**src/rtl/dmem_miss_ctrl_if.sv**
```systemverilog
// Memory-side bus between the miss controller (master) and the data memory (slave).
interface dmem_miss_ctrl_if #(
  parameter int unsigned ADDR_W  = 10,
  parameter int unsigned BLOCK_W = 128
);
  logic               mem_ren;
  logic               mem_wen;
  logic [ADDR_W-1:0]  mem_block_address;
  logic [BLOCK_W-1:0] mem_din;
  logic               mem_ready;
  logic               mem_done;
  logic [BLOCK_W-1:0] mem_dout;

  modport master (
    output mem_ren,
    output mem_wen,
    output mem_block_address,
    output mem_din,
    input  mem_ready,
    input  mem_done,
    input  mem_dout
  );

  modport slave (
    input  mem_ren,
    input  mem_wen,
    input  mem_block_address,
    input  mem_din,
    output mem_ready,
    output mem_done,
    output mem_dout
  );
endinterface

```
**src/rtl/dmem_miss_ctrl.sv**
```systemverilog
// Data-cache miss handler: optional dirty write-back, one-cycle gap, block fetch,
// one-cycle fill response, plus a per-operation watchdog that parks in an error state.
module dmem_miss_ctrl #(
  parameter int unsigned ADDR_W  = 10,
  parameter int unsigned BLOCK_W = 128,
  parameter int unsigned TIMEOUT = 64
) (
  input  logic               clock,
  input  logic               reset,
  input  logic               miss_req,
  input  logic               victim_dirty,
  input  logic [ADDR_W-1:0]  victim_addr,
  input  logic [BLOCK_W-1:0] victim_data,
  input  logic [ADDR_W-1:0]  fill_addr,
  output logic               busy,
  output logic               fill_valid,
  output logic [BLOCK_W-1:0] fill_data,
  output logic               err,
  dmem_miss_ctrl_if.master   mem
);

  localparam int unsigned CntW = (TIMEOUT > 2) ? $clog2(TIMEOUT) : 1;
  localparam logic [CntW-1:0] CntLast = CntW'(TIMEOUT - 1);

  typedef enum logic [2:0] {
    StIdle,
    StWb,
    StGap,
    StFill,
    StResp,
    StErr
  } state_e;

  state_e             state_q, state_d;
  logic [CntW-1:0]    cnt_q, cnt_d;
  logic [ADDR_W-1:0]  victim_addr_q, victim_addr_d;
  logic [BLOCK_W-1:0] victim_data_q, victim_data_d;
  logic [ADDR_W-1:0]  fill_addr_q, fill_addr_d;
  logic [BLOCK_W-1:0] fill_data_q, fill_data_d;

  // Next-state, request latching, watchdog and fill capture.
  always_comb begin
    state_d       = state_q;
    victim_addr_d = victim_addr_q;
    victim_data_d = victim_data_q;
    fill_addr_d   = fill_addr_q;
    fill_data_d   = fill_data_q;
    unique case (state_q)
      StIdle: begin
        if (miss_req) begin
          victim_addr_d = victim_addr;
          victim_data_d = victim_data;
          fill_addr_d   = fill_addr;
          state_d       = victim_dirty ? StWb : StFill;
        end
      end
      StWb: begin
        if (mem.mem_done) begin
          state_d = StGap;
        end else if (cnt_q == CntLast) begin
          state_d = StErr;
        end
      end
      StGap: state_d = StFill;
      StFill: begin
        // A response on the last allowed cycle still wins over the timeout.
        if (mem.mem_ready) begin
          fill_data_d = mem.mem_dout;
          state_d     = StResp;
        end else if (cnt_q == CntLast) begin
          state_d = StErr;
        end
      end
      StResp: state_d = StIdle;
      StErr:  state_d = StErr;
      default: state_d = StIdle;
    endcase

    // Every entry into WB/FILL is a state change, so clearing on any change suffices.
    cnt_d = cnt_q;
    if (state_d != state_q) begin
      cnt_d = '0;
    end else if (state_q == StWb || state_q == StFill) begin
      cnt_d = cnt_q + CntW'(1);
    end
  end

  // Outputs decoded purely from the state register and latched request.
  always_comb begin
    busy                  = (state_q != StIdle);
    fill_valid            = (state_q == StResp);
    err                   = (state_q == StErr);
    fill_data             = fill_data_q;
    mem.mem_ren           = (state_q == StFill);
    mem.mem_wen           = (state_q == StWb);
    mem.mem_block_address = '0;
    mem.mem_din           = '0;
    unique case (state_q)
      StWb: begin
        mem.mem_block_address = victim_addr_q;
        mem.mem_din           = victim_data_q;
      end
      StGap, StFill: mem.mem_block_address = fill_addr_q;
      default: mem.mem_block_address = '0;
    endcase
  end

  // State and datapath registers with synchronous reset.
  always_ff @(posedge clock) begin
    if (reset) begin
      state_q       <= StIdle;
      cnt_q         <= '0;
      victim_addr_q <= '0;
      victim_data_q <= '0;
      fill_addr_q   <= '0;
      fill_data_q   <= '0;
    end else begin
      state_q       <= state_d;
      cnt_q         <= cnt_d;
      victim_addr_q <= victim_addr_d;
      victim_data_q <= victim_data_d;
      fill_addr_q   <= fill_addr_d;
      fill_data_q   <= fill_data_d;
    end
  end

endmodule

```
**src/flat_wrapper.sv**
```systemverilog
// flat-port wrapper written by rule: the top's interface ports become plain ports
module dmem_miss_ctrl_flat 
#(
  parameter int unsigned ADDR_W  = 10,
  parameter int unsigned BLOCK_W = 128,
  parameter int unsigned TIMEOUT = 64
)
  (clock, reset, miss_req, victim_dirty, victim_addr, victim_data, fill_addr, busy, fill_valid, fill_data, err, mem_mem_ren, mem_mem_wen, mem_mem_block_address, mem_mem_din, mem_mem_ready, mem_mem_done, mem_mem_dout);
  dmem_miss_ctrl_if #(.ADDR_W(ADDR_W), .BLOCK_W(BLOCK_W)) mem_i ();
  input  logic clock;
  input  logic reset;
  input  logic miss_req;
  input  logic victim_dirty;
  input  logic [ADDR_W-1:0] victim_addr;
  input  logic [BLOCK_W-1:0] victim_data;
  input  logic [ADDR_W-1:0] fill_addr;
  output logic busy;
  output logic fill_valid;
  output logic [BLOCK_W-1:0] fill_data;
  output logic err;
  output wire logic [$bits(mem_i.mem_ren)-1:0] mem_mem_ren;
  output wire logic [$bits(mem_i.mem_wen)-1:0] mem_mem_wen;
  output wire logic [$bits(mem_i.mem_block_address)-1:0] mem_mem_block_address;
  output wire logic [$bits(mem_i.mem_din)-1:0] mem_mem_din;
  input wire logic [$bits(mem_i.mem_ready)-1:0] mem_mem_ready;
  input wire logic [$bits(mem_i.mem_done)-1:0] mem_mem_done;
  input wire logic [$bits(mem_i.mem_dout)-1:0] mem_mem_dout;
  assign mem_mem_ren = mem_i.mem_ren;
  assign mem_mem_wen = mem_i.mem_wen;
  assign mem_mem_block_address = mem_i.mem_block_address;
  assign mem_mem_din = mem_i.mem_din;
  assign mem_i.mem_ready = mem_mem_ready;
  assign mem_i.mem_done = mem_mem_done;
  assign mem_i.mem_dout = mem_mem_dout;
  dmem_miss_ctrl #(.ADDR_W(ADDR_W), .BLOCK_W(BLOCK_W), .TIMEOUT(TIMEOUT)) u_core (.clock(clock), .reset(reset), .miss_req(miss_req), .victim_dirty(victim_dirty), .victim_addr(victim_addr), .victim_data(victim_data), .fill_addr(fill_addr), .busy(busy), .fill_valid(fill_valid), .fill_data(fill_data), .err(err), .mem(mem_i));
endmodule
```
**config.mk**
```make
export PLATFORM = sky130hd
export DESIGN_NAME = dmem_miss_ctrl_flat
export DESIGN_NICKNAME = d
export VERILOG_FILES = /design/src/rtl/dmem_miss_ctrl_if.sv /design/src/rtl/dmem_miss_ctrl.sv /design/src/flat_wrapper.sv
export SDC_FILE = /design/constraint.sdc
export NUM_CORES = 1
export LEC_CHECK = 0
export ABC_CLOCK_PERIOD_IN_PS = 1800
export BUFFER_PORTS_ARGS = -buffer_cell sky130_fd_sc_hd__buf_2
export CAP_MARGIN = 20
export CORE_AREA = 3 3 213 215
export DETAILED_ROUTE_END_ITERATION = 6
export DIE_AREA = 0 0 216 218
export GPL_ROUTABILITY_DRIVEN = 0
export PLACE_DENSITY = 0.58
export SLEW_MARGIN = 40
export SYNTH_ARGS = -nofsm -noshare
export SYNTH_HDL_FRONTEND = slang
export SYNTH_SLANG_ARGS = --single-unit
```
**constraint.sdc**
```tcl
create_clock -name clock -period 1.8 [get_ports clock]
set_clock_uncertainty 0.1 [all_clocks]
set_input_delay 0.09 -clock clock [delete_from_list [all_inputs] [get_ports clock]]
set_output_delay 0.09 -clock clock [all_outputs]
set_load 0.05 [all_outputs]
```
==> flow_metrics.env, run 1 <==
export IMPL_status="finished with violations"
export IMPL_violations="negative setup slack"
export IMPL_ioPinCount=553
export IMPL_ys_seq_elements=285
export IMPL_synth_top_family_by_area="simple AND/OR/NAND/NOR gates"
export IMPL_cts_root_buf="clkbuf_16"
export IMPL_drc=0
export IMPL_synth_seq_area_share_pct=51.7
export IMPL_avgViaCountPerCell=4.65
export IMPL_first_global_vias=13200
export IMPL_cp_startpoint="u_core.state_q[1]"
export IMPL_drive_gt1_share_pct=34.2
export IMPL_critPathLaunchType="register"
export IMPL_rsz0062_at_grt="yes"
export IMPL_r2r_end="u_core.victim_data_q[24]"
export IMPL_initial_utilization_pct=25.1
export IMPL_hold_class="input port to register"
export IMPL_place_area_um2=14700
export IMPL_post_route_period_util_pct=118
export IMPL_clock_fmax_mhz=473
export IMPL_drtIter0Drc=979
export IMPL_setup_ws_ps=-316
export IMPL_synth_main_ff_cell="dfxtp_1"
export IMPL_htree_levels=2
export IMPL_pwr_share_comb_pct=21.6
export IMPL_synth_fp_nets=1702
export IMPL_synth_area_um2=11000
export IMPL_peakVddDrop_v=0.000519
export IMPL_synthMuxAreaShare_pct=0.0907
export IMPL_antenna_found_initial=6
export IMPL_cap_violations=0
export IMPL_yosysMostFrequentCell="nand2_1"
export IMPL_yosys_warnings=0
export IMPL_dieArea_um2=47100
export IMPL_clk_pin_slew_ps=50
export IMPL_final_cell_area_um2=20400
export IMPL_hold_viol=0
export IMPL_nets=2531
export IMPL_dr_pass1_iters=7
export IMPL_cts_tree="yes"
export IMPL_gr_total_overflow=0
export IMPL_synth_adder_area_share_pct=0.113
export IMPL_tightest_slew_ps=436
export IMPL_critical_path_required_ps=1610
export IMPL_syn_area_per_cell_um2=7.78
export IMPL_maxSlewViolCount=0
export IMPL_routed_wl_um=50000
export IMPL_p_per_area_nw_per_um2=886
export IMPL_dp_hpwl_um=29700
export IMPL_rrSetupSlack_ps=-150
export IMPL_setup_viol=194
export IMPL_vias=13400
export IMPL_async_flop_share_pct=0
export IMPL_seqPwrFrac_pct=37.9
export IMPL_grt_max_degree=91
export IMPL_syn2layout_area_growth_pct=85.3
export IMPL_switching_power_w=0.00512
export IMPL_relSlewSlack_pct=70.9
export IMPL_die_y_um=218
export IMPL_routedWlPerCell_um=17.4
export IMPL_synth_compound_area_share_pct=13.9
export IMPL_synth_simple_area_share_pct=27.7
export IMPL_fin_util_pct=46.5
export IMPL_synth_edf_count=0
export IMPL_reg2reg_from="u_core.state_q[2]"
export IMPL_clkSinkCount=285
export IMPL_p_sw_share_pct=28.3
export IMPL_netlist_top_cells_count="nand2_1 (559), dfxtp_1 (285), a21oi_1 (277)"
export IMPL_ff_latch_area_um2=5710
export IMPL_pwr_share_clk_pct=40.4
export IMPL_fin_crit_ps=2120
export IMPL_grtUsageTotal_pct=18.7
export IMPL_crit_type="register to output port"
export IMPL_clockBufferDepth=3
export IMPL_end_kind="output port"
export IMPL_postRouteAntennaNets=0
export IMPL_yosysUniqueCellTypes=30
export IMPL_crit_end="mem_mem_din[79]"
export IMPL_yosys_area_top_type="dfxtp_1"
export IMPL_intPower_w=0.0130
export IMPL_portBuffers=552
export IMPL_netlist_area_leader_share_pct=51.7
export IMPL_row_count=77
export IMPL_numCtsBuffers=35
export IMPL_fp_dieW_um=216
export IMPL_nFillCells=3930
export IMPL_multi_input_comb_area_um2=4960
export IMPL_synth_area_top_cells="dfxtp_1 (52%), nand2_1 (19%), a21oi_1 (13%)"
export IMPL_grt_pass1_wl_um=71200
export IMPL_core_area_um2=43900
export IMPL_critPathMaxFanout=12
export IMPL_clock_latency_ps=530
export IMPL_reg2regPathDepth=6
export IMPL_synth_xor_area_share_pct=0.397
export IMPL_syn_inst=1419
export IMPL_crit_arrival_ps=1930
export IMPL_p_leak_nw=8.84
[critical path: stages (launching register included)]
cell,delay [ps]
dfxtp_2,330
buf_6,120
nor2_4,120
buf_12,150
buf_16,160
buf_12,150
and2_1,180
buf_6,180
[registers in the layout, indices dropped and copies added, names as in the netlist]
register	flops
u_core.fill_data	128
u_core.victim_data_q	128
u_core.fill_addr_q	10
u_core.victim_addr_q	10
u_core.cnt_q	6
u_core.state_q	3
[layer usage]
layer	global-route usage, %	up-vias	share of wire [%]
met3	5.63	164	8.5
met2	34.3	739	50
li1	-	6199	-
met1	20.2	6248	37
met5	0	-	0
met4	7.49	0	4.8
[cells in the final DEF (no fill, tap or decap), types with 33 or more instances in the layout]
master / instances
buf_8: 79
dlygate4sd3_1: 281
buf_2: 411
clkbuf_16: 41
a21oi_1: 277
nand2_1: 557
buf_6: 60
dfxtp_1: 282
and2_1: 45
buf_4: 33
and2_4: 86
[final cells by class]
type | instances | area share (%)
antenna | 6 | 0.0734
multi-input combinational | 1018 | 24.2
sequential | 285 | 27.9
tap | 592 | 3.62
timing repair buffer | 903 | 38.2
inverter | 5 | 0.104
clock inverter | 9 | 0.722
clock buffer | 50 | 5.11
[timing repair]
action / CTS / global route
endpoints found under the setup margin: 179 / 295
buffers inserted: 7 / 4
resized for setup: 336 / 124
hold buffers: 281 / 0
pin swaps: 20 / 34
hold endpoints to repair: 279 / 0
cloned: 3 / 7
[per-stage QoR]
step	setup slack [ps]	cells	setup TNS (ps)	hold slack, ps	total power, W
floorplan	49.7	1419	0	126	0.00871
global placement	50.6	2503	0	230	0.00969
detailed placement	-8.46	2503	-19.4	235	0.00974
CTS	-320	2853	-40680	201	0.0180
global route	-393	2868	-65910	231	0.0188
finish	-316	2868	-33060	250	0.0181
[how the worst min path moves through the flow]
stage                      startpoint                  endpoint  slack [ps]  depth (start not counted)
detailed placement   mem_mem_dout[80]      u_core.fill_data[80]         230                          3
CTS                  mem_mem_dout[32]      u_core.fill_data[32]         200                          4
global placement       victim_data[8]   u_core.victim_data_q[8]         230                          3
floorplan              victim_data[0]   u_core.victim_data_q[0]         130                          2
finish                victim_data[96]  u_core.victim_data_q[96]         250                          4
global route        mem_mem_dout[115]     u_core.fill_data[115]         230                          4
[kinds of logic (layout without fill, tap and decap cells)]
| kind of cell | Yosys count | count (layout) |
|---|---|---|
| xor+xnor | 5 | 5 |
| compound gates | 296 | 296 |
| buf+inv | 116 | 967 |
| mux | 1 | 1 |
| fa+ha+maj | 1 | 1 |
| flops | 285 | 285 |
| other cells | 0 | 6 |
| simple gates | 715 | 715 |
[power groups by stage]
stage          registers (W)  logic, W  clock network [W]
2_1_floorplan        0.00721   0.00151                  0
3_3_place_gp         0.00695   0.00274                  0
3_5_place_dp         0.00697   0.00277                  0
4_1_cts              0.00684   0.00363            0.00754
5_1_grt              0.00690   0.00417            0.00776
6_report             0.00687   0.00392            0.00732
Power figures use the tool's default switching activity.
==> run 2: changes to the inputs <==
Settings changed: CORE_AREA 3 3 213 215 to 2 2 218 220, DIE_AREA 0 0 216 218 to 0 0 220 222, PLACE_DENSITY 0.58 to 0.56.
==> run 2 against run 1 <==
The run still ends with negative setup slack left. Largest cell class unchanged. Global-route usage decreased by 0.78 points. Final area rose by 8.7%. Clock power rose by 2%. Sequential power hardly changed. Setup slack gained 18 ps. Worst hold slack got worse by 11 ps.
==> flow_metrics.env, run 2 (synthesis gave the netlist of run 1 again) <==
export IMPL_critPathMaxFanout=8
export IMPL_nets=2566
export IMPL_p_sw_share_pct=30.0
export IMPL_post_route_period_util_pct=117
export IMPL_violations="negative setup slack"
export IMPL_ff_latch_area_um2=5710
export IMPL_routed_wl_um=59700
export IMPL_p_leak_nw=9.55
export IMPL_fp_dieW_um=220
export IMPL_initial_utilization_pct=23.9
export IMPL_fin_total_pwr_w=0.0195
export IMPL_intPower_w=0.0137
export IMPL_cts_root_buf="clkbuf_16"
export IMPL_postRouteAntennaNets=0
export IMPL_status="finished with violations"
export IMPL_vias=13900
export IMPL_critPathLaunchType="register"
export IMPL_gr_total_overflow=0
export IMPL_critical_path_required_ps=1610
export IMPL_drive_gt1_share_pct=42.1
export IMPL_maxSlewViolCount=0
export IMPL_crit_arrival_ps=1910
export IMPL_peakVddDrop_v=0.000872
export IMPL_switching_power_w=0.00585
export IMPL_die_y_um=222
export IMPL_portBuffers=552
export IMPL_placed_cells=2499
export IMPL_dr_pass1_iters=5
export IMPL_rsz0062_at_grt="yes"
export IMPL_setup_ws_ps=-298
export IMPL_final_common_cell="nand2_1"
export IMPL_pwr_share_clk_pct=38.2
export IMPL_core_area_um2=46300
export IMPL_cts_tree="yes"
export IMPL_tightest_slew_ps=587
export IMPL_grt_max_degree=116
export IMPL_end_kind="output port"
export IMPL_layout_common_cells="nand2_1 (503), buf_2 (408), dfxtp_1 (282)"
export IMPL_grtUsageTotal_pct=18.0
export IMPL_drtIter0Drc=1116
export IMPL_grt_pass1_wl_um=69200
export IMPL_first_global_vias=12900
export IMPL_fin_cells=2929
export IMPL_dieArea_um2=48800
export IMPL_clock_latency_ps=530
export IMPL_relSlewSlack_pct=60.9
export IMPL_hold_class="input port to register"
export IMPL_row_count=79
export IMPL_clk_pin_slew_ps=60
export IMPL_syn2layout_area_growth_pct=101
export IMPL_setup_viol=225
export IMPL_seqPwrFrac_pct=35.3
export IMPL_multi_input_comb_area_um2=5590
export IMPL_routedWlPerCell_um=20.4
export IMPL_htree_levels=2
export IMPL_antenna_found_initial=18
export IMPL_fin_crit_ps=2100
export IMPL_dp_hpwl_um=28800
export IMPL_crit_type="register to output port"
export IMPL_pwr_share_comb_pct=26.4
export IMPL_p_per_area_nw_per_um2=878
export IMPL_clkSinkCount=285
export IMPL_hold_viol=0
export IMPL_numCtsBuffers=34
export IMPL_avgViaCountPerCell=4.76
export IMPL_clockBufferDepth=3
export IMPL_nFillCells=4045
export IMPL_cap_violations=0
export IMPL_drc=0
export IMPL_ioPinCount=553
export IMPL_clock_fmax_mhz=477
==> run 2: cell count changes in the layout (fill, tap and decap cells not counted), sizes merged <==
cell      previous run  this run
diode                6        16
buf                618       634
clkinv               4         5
clkbuf              54        69
nand2              559       560
bufinv               4         5
clkinvlp             1         3
==> run 2: through the flow <==
| stage | worst slack [ps] | utilization [%] | area, µm² | hold slack [ps] | TNS, ps |
|---|---|---|---|---|---|
| after CTS | -288 | 43.3 | 20000 | 198 | -36230 |
| after global routing | -356 | 48.0 | 22200 | 221 | -50950 |
| after global placement | 116 | 31.3 | 14500 | 229 | 0 |
| after detailed placement | 49.6 | 31.3 | 14500 | 235 | 0 |
| after floorplan | 49.7 | - | 11000 | 126 | 0 |
| final | -298 | 48.0 | 22200 | 239 | -33730 |
==> run 2: routing by layer <==
metal,vias to the layer above,GRT usage [%],routed length (µm)
met5,-,0,28
met4,4,8.81,3560
met3,231,5.75,5530
met2,904,31.3,29400
met1,6490,19.5,21100
li1,6307,-,-
==> run 2: worst max-delay path, stage by stage (launching register included) <==
cell	delay, ps
dfxtp_2	320
buf_6	120
nor2_4	110
buf_6	150
clkbuf_16	180
clkbuf_16	160
and2_4	190
buf_8	150
==> run 2: path summary, 6_finish.rpt <==
check | start | to | slack (ps) | cells past startpoint
worst min-delay path | mem_mem_dout[72] | u_core.fill_data[72] | 240 | 4
worst min register to register | u_core.fill_data[93] | u_core.fill_data[93] | 350 | 2
worst max-delay path | u_core.state_q[1] | mem_mem_din[35] | -300 | 7
worst max register to register | u_core.state_q[2] | u_core.victim_data_q[39] | -140 | 9
==> run 2: what timing repair did <==
action                                  in CTS  in global routing
resized for setup                          400                350
buffers inserted                            13                 16
gates cloned                                 7                 40
hold buffers                               281                  0
endpoints found under the setup margin     143                245
pin swaps                                   26                 74
endpoints found under the hold margin      279                  0
==> run 2: power by group through the flow <==
stage,Combinational [W],Sequential (W),Clock (W)
floorplan,0.00151,0.00721,0
global placement,0.00266,0.00697,0
detailed placement,0.00269,0.00698,0
CTS,0.00374,0.00685,0.00764
global route,0.00538,0.00691,0.00787
finish,0.00516,0.00690,0.00745
==> run 2: area by class of cell <==
type / instances / area share, %
timing repair buffer: 938 / 40.0
sequential: 285 / 25.7
antenna: 16 / 0.180
multi-input combinational: 1019 / 25.2
tap: 607 / 3.42
inverter: 5 / 0.118
clock buffer: 46 / 4.50
clock inverter: 13 / 0.890
